**src/rtl/conv_encoder_punct.sv**
```systemverilog
// Rate-1/2 K=7 convolutional encoder with 2/3 and 3/4 puncturing.
// Emits a serial coded stream; stalls the input while a second kept bit drains.
module conv_encoder_punct #(
    parameter logic [6:0] G0 = 7'o133,
    parameter logic [6:0] G1 = 7'o171
) (
    input  logic       Clock,
    input  logic       Reset,
    input  logic       Start,
    input  logic [1:0] Rate,
    input  logic       Input,
    input  logic       InValid,
    output logic       InReady,
    output logic       Output,
    output logic       OutValid
);

    localparam int unsigned SR_W   = 6;
    localparam int unsigned PH_W   = 2;
    localparam int unsigned RATE_W = 2;

    typedef enum logic [RATE_W-1:0] {
        RATE_1_2  = 2'b00,
        RATE_2_3  = 2'b01,
        RATE_3_4  = 2'b10,
        RATE_RSVD = 2'b11
    } rate_t;

    // ST_PEND: the B bit of the last accept still has to go out.
    typedef enum logic {
        ST_READY = 1'b0,
        ST_PEND  = 1'b1
    } state_t;

    state_t            state_q, state_d;
    logic [SR_W-1:0]   sr_q, sr_d;          // sr_q[SR_W-1] is s1, sr_q[0] is s6
    logic [PH_W-1:0]   phase_q, phase_d;
    rate_t             rate_q, rate_d;
    logic              pend_bit_q, pend_bit_d;
    logic              out_q, out_d;
    logic              out_valid_q, out_valid_d;

    logic [SR_W:0]     tap_vec;
    logic              code_a;
    logic              code_b;
    logic              keep_a;
    logic              keep_b;
    logic              phase_last;

    // Generator taps: MSB weights the incoming bit, LSB weights s6.
    always_comb begin
        tap_vec = {Input, sr_q};
        code_a  = ^(tap_vec & G0);
        code_b  = ^(tap_vec & G1);
    end

    // Puncture pattern for the latched rate; reserved rate behaves as 1/2.
    always_comb begin
        keep_a     = 1'b1;
        keep_b     = 1'b1;
        phase_last = 1'b1;
        case (rate_q)
            RATE_2_3: begin
                keep_b     = (phase_q == PH_W'(0));
                phase_last = (phase_q == PH_W'(1));
            end
            RATE_3_4: begin
                keep_a     = (phase_q != PH_W'(2));
                keep_b     = (phase_q != PH_W'(1));
                phase_last = (phase_q == PH_W'(2));
            end
            default: begin
                keep_a     = 1'b1;
                keep_b     = 1'b1;
                phase_last = 1'b1;
            end
        endcase
    end

    assign InReady = (state_q == ST_READY) & ~Start;

    // Next-state and output logic; Start overrides everything, dropping a pending bit.
    always_comb begin
        state_d     = state_q;
        sr_d        = sr_q;
        phase_d     = phase_q;
        rate_d      = rate_q;
        pend_bit_d  = pend_bit_q;
        out_d       = out_q;
        out_valid_d = 1'b0;

        if (Start) begin
            state_d = ST_READY;
            sr_d    = '0;
            phase_d = '0;
            rate_d  = rate_t'(Rate);
        end else begin
            case (state_q)
                ST_PEND: begin
                    out_d       = pend_bit_q;
                    out_valid_d = 1'b1;
                    state_d     = ST_READY;
                end
                default: begin
                    if (InValid) begin
                        sr_d        = {Input, sr_q[SR_W-1:1]};
                        phase_d     = phase_last ? '0 : PH_W'(phase_q + PH_W'(1));
                        out_d       = keep_a ? code_a : code_b;
                        out_valid_d = 1'b1;
                        if (keep_a && keep_b) begin
                            state_d    = ST_PEND;
                            pend_bit_d = code_b;
                        end
                    end
                end
            endcase
        end
    end

    always_ff @(posedge Clock or negedge Reset) begin
        if (!Reset) begin
            state_q     <= ST_READY;
            sr_q        <= '0;
            phase_q     <= '0;
            rate_q      <= RATE_1_2;
            pend_bit_q  <= 1'b0;
            out_q       <= 1'b0;
            out_valid_q <= 1'b0;
        end else begin
            state_q     <= state_d;
            sr_q        <= sr_d;
            phase_q     <= phase_d;
            rate_q      <= rate_d;
            pend_bit_q  <= pend_bit_d;
            out_q       <= out_d;
            out_valid_q <= out_valid_d;
        end
    end

    assign Output   = out_q;
    assign OutValid = out_valid_q;

endmodule

```
**config.mk**
```make
export PLATFORM = sky130hd
export DESIGN_NAME = conv_encoder_punct
export DESIGN_NICKNAME = d
export VERILOG_FILES = /design/src/rtl/conv_encoder_punct.sv
export SDC_FILE = /design/constraint.sdc
export NUM_CORES = 1
export LEC_CHECK = 0
export BUFFER_PORTS_ARGS = -buffer_cell sky130_fd_sc_hd__buf_2
export CORE_AREA = 2 2 39 41
export DETAILED_ROUTE_END_ITERATION = 6
export DIE_AREA = 0 0 41 43
export PLACE_DENSITY = 0.79
export SYNTH_ARGS = -nofsm -noshare
export SYNTH_HDL_FRONTEND = slang
export SYNTH_SLANG_ARGS = --single-unit
```
**constraint.sdc**
```tcl
create_clock -name Clock -period 2.7 [get_ports Clock]
set_clock_uncertainty 0.15 [all_clocks]
set_input_delay 0.54 -clock Clock [delete_from_list [all_inputs] [get_ports Clock]]
set_output_delay 0.54 -clock Clock [all_outputs]
set_load 0.01 [all_outputs]
```
=== Word level (Yosys, flattened, before mapping) ===
Cells that the tools add are included.

* Bits in registers: 14
* Input port bits: 7
* Output and inout bits: 3
* Logic and storage cells: 47

* $add $sub $neg: 1
* Equality and inequality tests: 7
* Mux-type cells: 20
* Bitwise gates (word level): 3
* Reductions and logical operators: 9

{| class="wikitable"
|+ Operators with widths
! kind !! count
|-
| two-way mux 6 bit || 3
|-
| parity 7 bit || 2
|-
| two-way mux 1 bit || 11
|-
| two-way mux 2 bit || 4
|-
| == test 2 x 1 -> 1 bit, second input constant || 2
|-
| == test 2 bit, second input constant || 2
|-
| != test 2 bit, second input constant || 2
|-
| case mux 1 bit (2 select lines) || 2
|-
| AND reduction 2 bit || 2
|-
| AND reduction 4 bit || 1
|-
| nonzero test 2 bit || 2
|-
| adder 2 x 1 -> 2 bit, second input constant || 1
|-
| logical NOT 2 bit || 1
|-
| != test 2 x 1 -> 1 bit, second input constant || 1
|-
| inverter 1 bit || 2
|-
| AND 1 bit || 1
|-
| logical AND 1 bit || 1
|}

=== Depth between registers and ports, before layout ===
* Word-level depth: 7
* Mapped depth: 6
* Depth with buffers taken out: 6

=== Least setup slack after synthesis ===
Ideal clock, no wire load.

* Path kind: reg-to-reg
* Start: register rate_q[0]
* End: register pend_bit_q
* Setup time: 0.125 ns
* Arrival: 1.530 ns
* Required time: 2.425 ns
* Setup slack: 0.895 ns
* Stages on the path, launching flop included: 6
* Buffers on the path: 0
* Period minus slack after synthesis: 1.805 ns
* Cell sequence: dfrtp_1 inv_1 ha_1 or2b_1 a221oi_4 mux2_4

* Cells in the longest elaborated chain, start to end: 4
* Elaborated cells on any way between the ends: 6
* Those cells by class: eq/ne: 2; mux: 2; reduce/logical: 2

{| class="wikitable"
|+ Ends and longest elaborated chain
! what !! line !! source
|-
| start: declaration || 38 || <nowiki>rate_t rate_q, rate_d;</nowiki>
|-
| start signal: assignment || 133 || <nowiki>rate_q <= rate_d;</nowiki>
|-
| == test 2 bit / == test 2 x 1 -> 1 bit (equally long branches) || 62 || <nowiki>case (rate_q)</nowiki>
|-
| case mux 1 bit (2 select lines) / two-way mux 1 bit (equally long branches) || 62 ||
|-
| logical AND 1 bit (*) || 110 || <nowiki>if (keep_a && keep_b) begin</nowiki>
|-
| AND reduction 4 bit (no source line) (*) || -- ||
|-
| end signal: assignment || 134 || <nowiki>pend_bit_q <= pend_bit_d;</nowiki>
|-
| end: declaration || 39 || <nowiki>logic pend_bit_q, pend_bit_d;</nowiki>
|}

Mark *: on every way between the ends. The rest lies on a longest branch, timed or not.
A chain may end at the register's enable or synchronous reset.

=== Worst setup path after layout ===
Ends and elaborated chain as after synthesis.

==> results.yml <==
worst_hold_path:
  hp-class: "in2reg"
  min-delay-start: "Rate[0]"
  whs_endpoint: "rate_q[0]"
  hold-path-cell-count: 3
grt:
  grt_antenna_before_repair: 0
  grt_pass1_vias: 497
  grt_overflow_total: 0
  grt_max_degree: 15
  grt_pass1_wl_mm: 2.17
  grt_usage: 0.189
floorplan:
  core-area_sq_um: 1380
  dieArea_sq_um: 1760
  die_w_um: 41
  start_util: 0.524
  boundaryPins: 10
  dieHeight_um: 43
  num_rows: 14
sta:
  setup_viol: 0
  max_freq_mhz: 513
  slew_headroom: 0.601
  worst_slew_pin_slew_ns: 0.598
  setup_slack_ns: 0.751
  hold_violations: 0
  rsz0062_at_grt: "no"
  finalSetupTns_ns: 0
  final.period_utilization: 0.722
  drv_slew: 0
  period_needed_ns: 1.95
setup_path:
  reg2reg_slack_ns: 0.75
  cpMaxStageDelayCell: "dfrtp_1"
  path_cells: "inv_1, ha_1, or2b_1, a221oi_4, mux2_4"
  crit-reg2reg-capture: "pend_bit_q"
  ff2ff_path_depth: 5
  worstSetupPathType: "reg2reg"
  path_max_fanout: 6
  critPathTopFamily: "flip-flops"
  path_depth: 5
  startpoint_type: "flop"
  cp_num_buf_inv: 1
  crit_arrival_ns: 1.98
  worstReg2RegStart: "rate_q[0]"
  crit_required_ns: 2.73
  cp_slowest_stage_delay_ns: 0.39
  crit_path_end_kind: "flop"
synthesis:
  ys_warn_count: 0
  synth_nets: 74
  avgSynthCellArea_sq_um: 11.7
  ys_seq_area_frac: 0.483
  syn_area_sq_um: 726
  synth_seq_cells: 14
  synth.distinct_cells: 23
  netlist_instances: 62
clocking:
  clockBufferDepth: 2
  h-tree-depth: 1
  cts_sinks: 14
  cts_setup_buffers: 0
  cts_made_buffers: 3
  cts-root-buf: "clkbuf_4"
  cts_tree: "yes"
  cts_resized: 0
  insertion_delay_ns: 0.29
  worst_setup_hold_path_clk_slew_ns: 0.09
placement:
  dp_slack_ns: 0.759
  dpl.hpwl_um: 892
  portBuffers: 9
  place_inst: 87
  place_congestion: 0.742
job:
  drv_cap: 0
layout:
  nFillCells: 114
  syn_to_final_growth_pct: 15.3
  drive_above_1_share: 0.276
  n_antenna_cell: 0
  stdcell_count: 92
  nets: 89
power:
  swShare: 0.273
  peakVddDrop_v: 0.000290
  power_frac_clock: 0.314
  p_switching_mw: 0.134
  p_int_mw: 0.356
  power.share.sequential: 0.499
  combPwrFrac: 0.186
  power.density_nw_per_um2: 585
  p_leak_nw: 0.413
detailed_routing:
  wl_per_cell_um: 13.1
  first_iter_violations: 10
  via_per_inst: 5.45
  drt_first_pass_iters: 2
  vias: 501
  drc: 0
  drt-total-wl_mm: 1.21
  ant_nets: 0
outcome:
  status: "completed"
## sequential cells by signal (all words and copies together) (netlist names)
register,cells
phase_q,2
state_q,1
rate_q,2
OutValid,1
pend_bit_q,1
Output,1
sr_q,6
## metrics by stage
step	total power [mW]	utilization	cell area (sq um)	hold slack (ns)
floorplan	0.310	-	726	0.0944
global placement	0.336	0.571	791	0.298
detailed placement	0.340	0.571	791	0.301
CTS	0.497	0.605	837	0.297
global route	0.518	0.605	837	0.348
finish	0.490	0.605	837	0.302
## worst min-delay path: stages
cell and delay [ns]:
buf_2 0.07, nand2_1 0.04, o21ai_0 0.05
## per-layer routing
metal / wire, um / vias up / global-route usage
li1: - / 246 / -
met1: 569 / 242 / 0.247
met2: 567 / 9 / 0.266
met3: 39 / 4 / 0.0314
met4: 32 / 0 / 0.140
met5: 0 / - / 0
## worst max path at each step
| stage | to | slack, ns | startpoint |
|---|---|---|---|
| global route | pend_bit_q | 0.68 | rate_q[0] |
| finish | pend_bit_q | 0.75 | rate_q[0] |
| global placement | pend_bit_q | 0.79 | Start |
| floorplan | pend_bit_q | 0.90 | rate_q[0] |
| CTS | pend_bit_q | 0.75 | rate_q[0] |
| detailed placement | pend_bit_q | 0.76 | rate_q[0] |
## Yosys cell counts
master,number,area share
mux2i_1,1,0.014
inv_1,6,0.031
nand2_1,6,0.031
or2_2,1,0.0086
xor2_1,2,0.024
o21ai_0,2,0.014
nand3_1,1,0.0069
xnor2_1,2,0.024
mux2_2,1,0.016
mux2_4,1,0.021
dfrtp_1,14,0.48
or3b_4,1,0.016
nor2_1,3,0.016
a22o_1,6,0.072
a311oi_2,1,0.021
or2b_1,1,0.010
and3b_2,1,0.014
ha_1,5,0.086
a221oi_4,1,0.036
o211ai_1,1,0.010
a21oi_1,3,0.021
a21bo_2,1,0.014
o311ai_1,1,0.012
## area by class of cell
cell class,count,area [sq um],share of cell area
repair buffers,10,55.1,0.0658
flip-flops and latches,14,350,0.419
multi-input cells,42,353,0.422
inverters,6,22.5,0.0269
well taps,16,20.0,0.0239
clock buffers,4,36.3,0.0433
## power by group through the flow
stage / Sequential (mW) / Combinational, mW / Clock [mW]
6_report: 0.245 / 0.0913 / 0.154
2_1_floorplan: 0.247 / 0.0628 / 0
4_1_cts: 0.244 / 0.0929 / 0.160
3_5_place_dp: 0.249 / 0.0917 / 0
5_1_grt: 0.248 / 0.103 / 0.167
3_3_place_gp: 0.248 / 0.0881 / 0
## kinds of logic after synthesis
kind of cell | after synthesis | synth area share
buffers and inverters | 6 | 0.0310
DFF | 14 | 0.483
and+or+nand+nor | 14 | 0.102
adders and majority gates | 5 | 0.0862
xor gates and xnor gates | 4 | 0.0483
muxes | 3 | 0.0500
AOI/OAI and AO/OA | 16 | 0.200
## cells in the final DEF, fill, tap and decap left out, types with 2 or more instances in the layout
cell type,instances
a21oi_1,3
a22o_1,6
buf_2,9
clkbuf_4,3
dfrtp_1,14
ha_1,5
inv_1,6
nand2_1,6
nor2_1,3
o21ai_0,2
xnor2_1,2
xor2_1,2
## repair_timing
item | in CTS | in global routing
hold buffers | 1 | 0
hold endpoints to repair | 14 | 0
endpoints found under the setup margin | 0 | 0
Power figures use the tool's default switching activity.
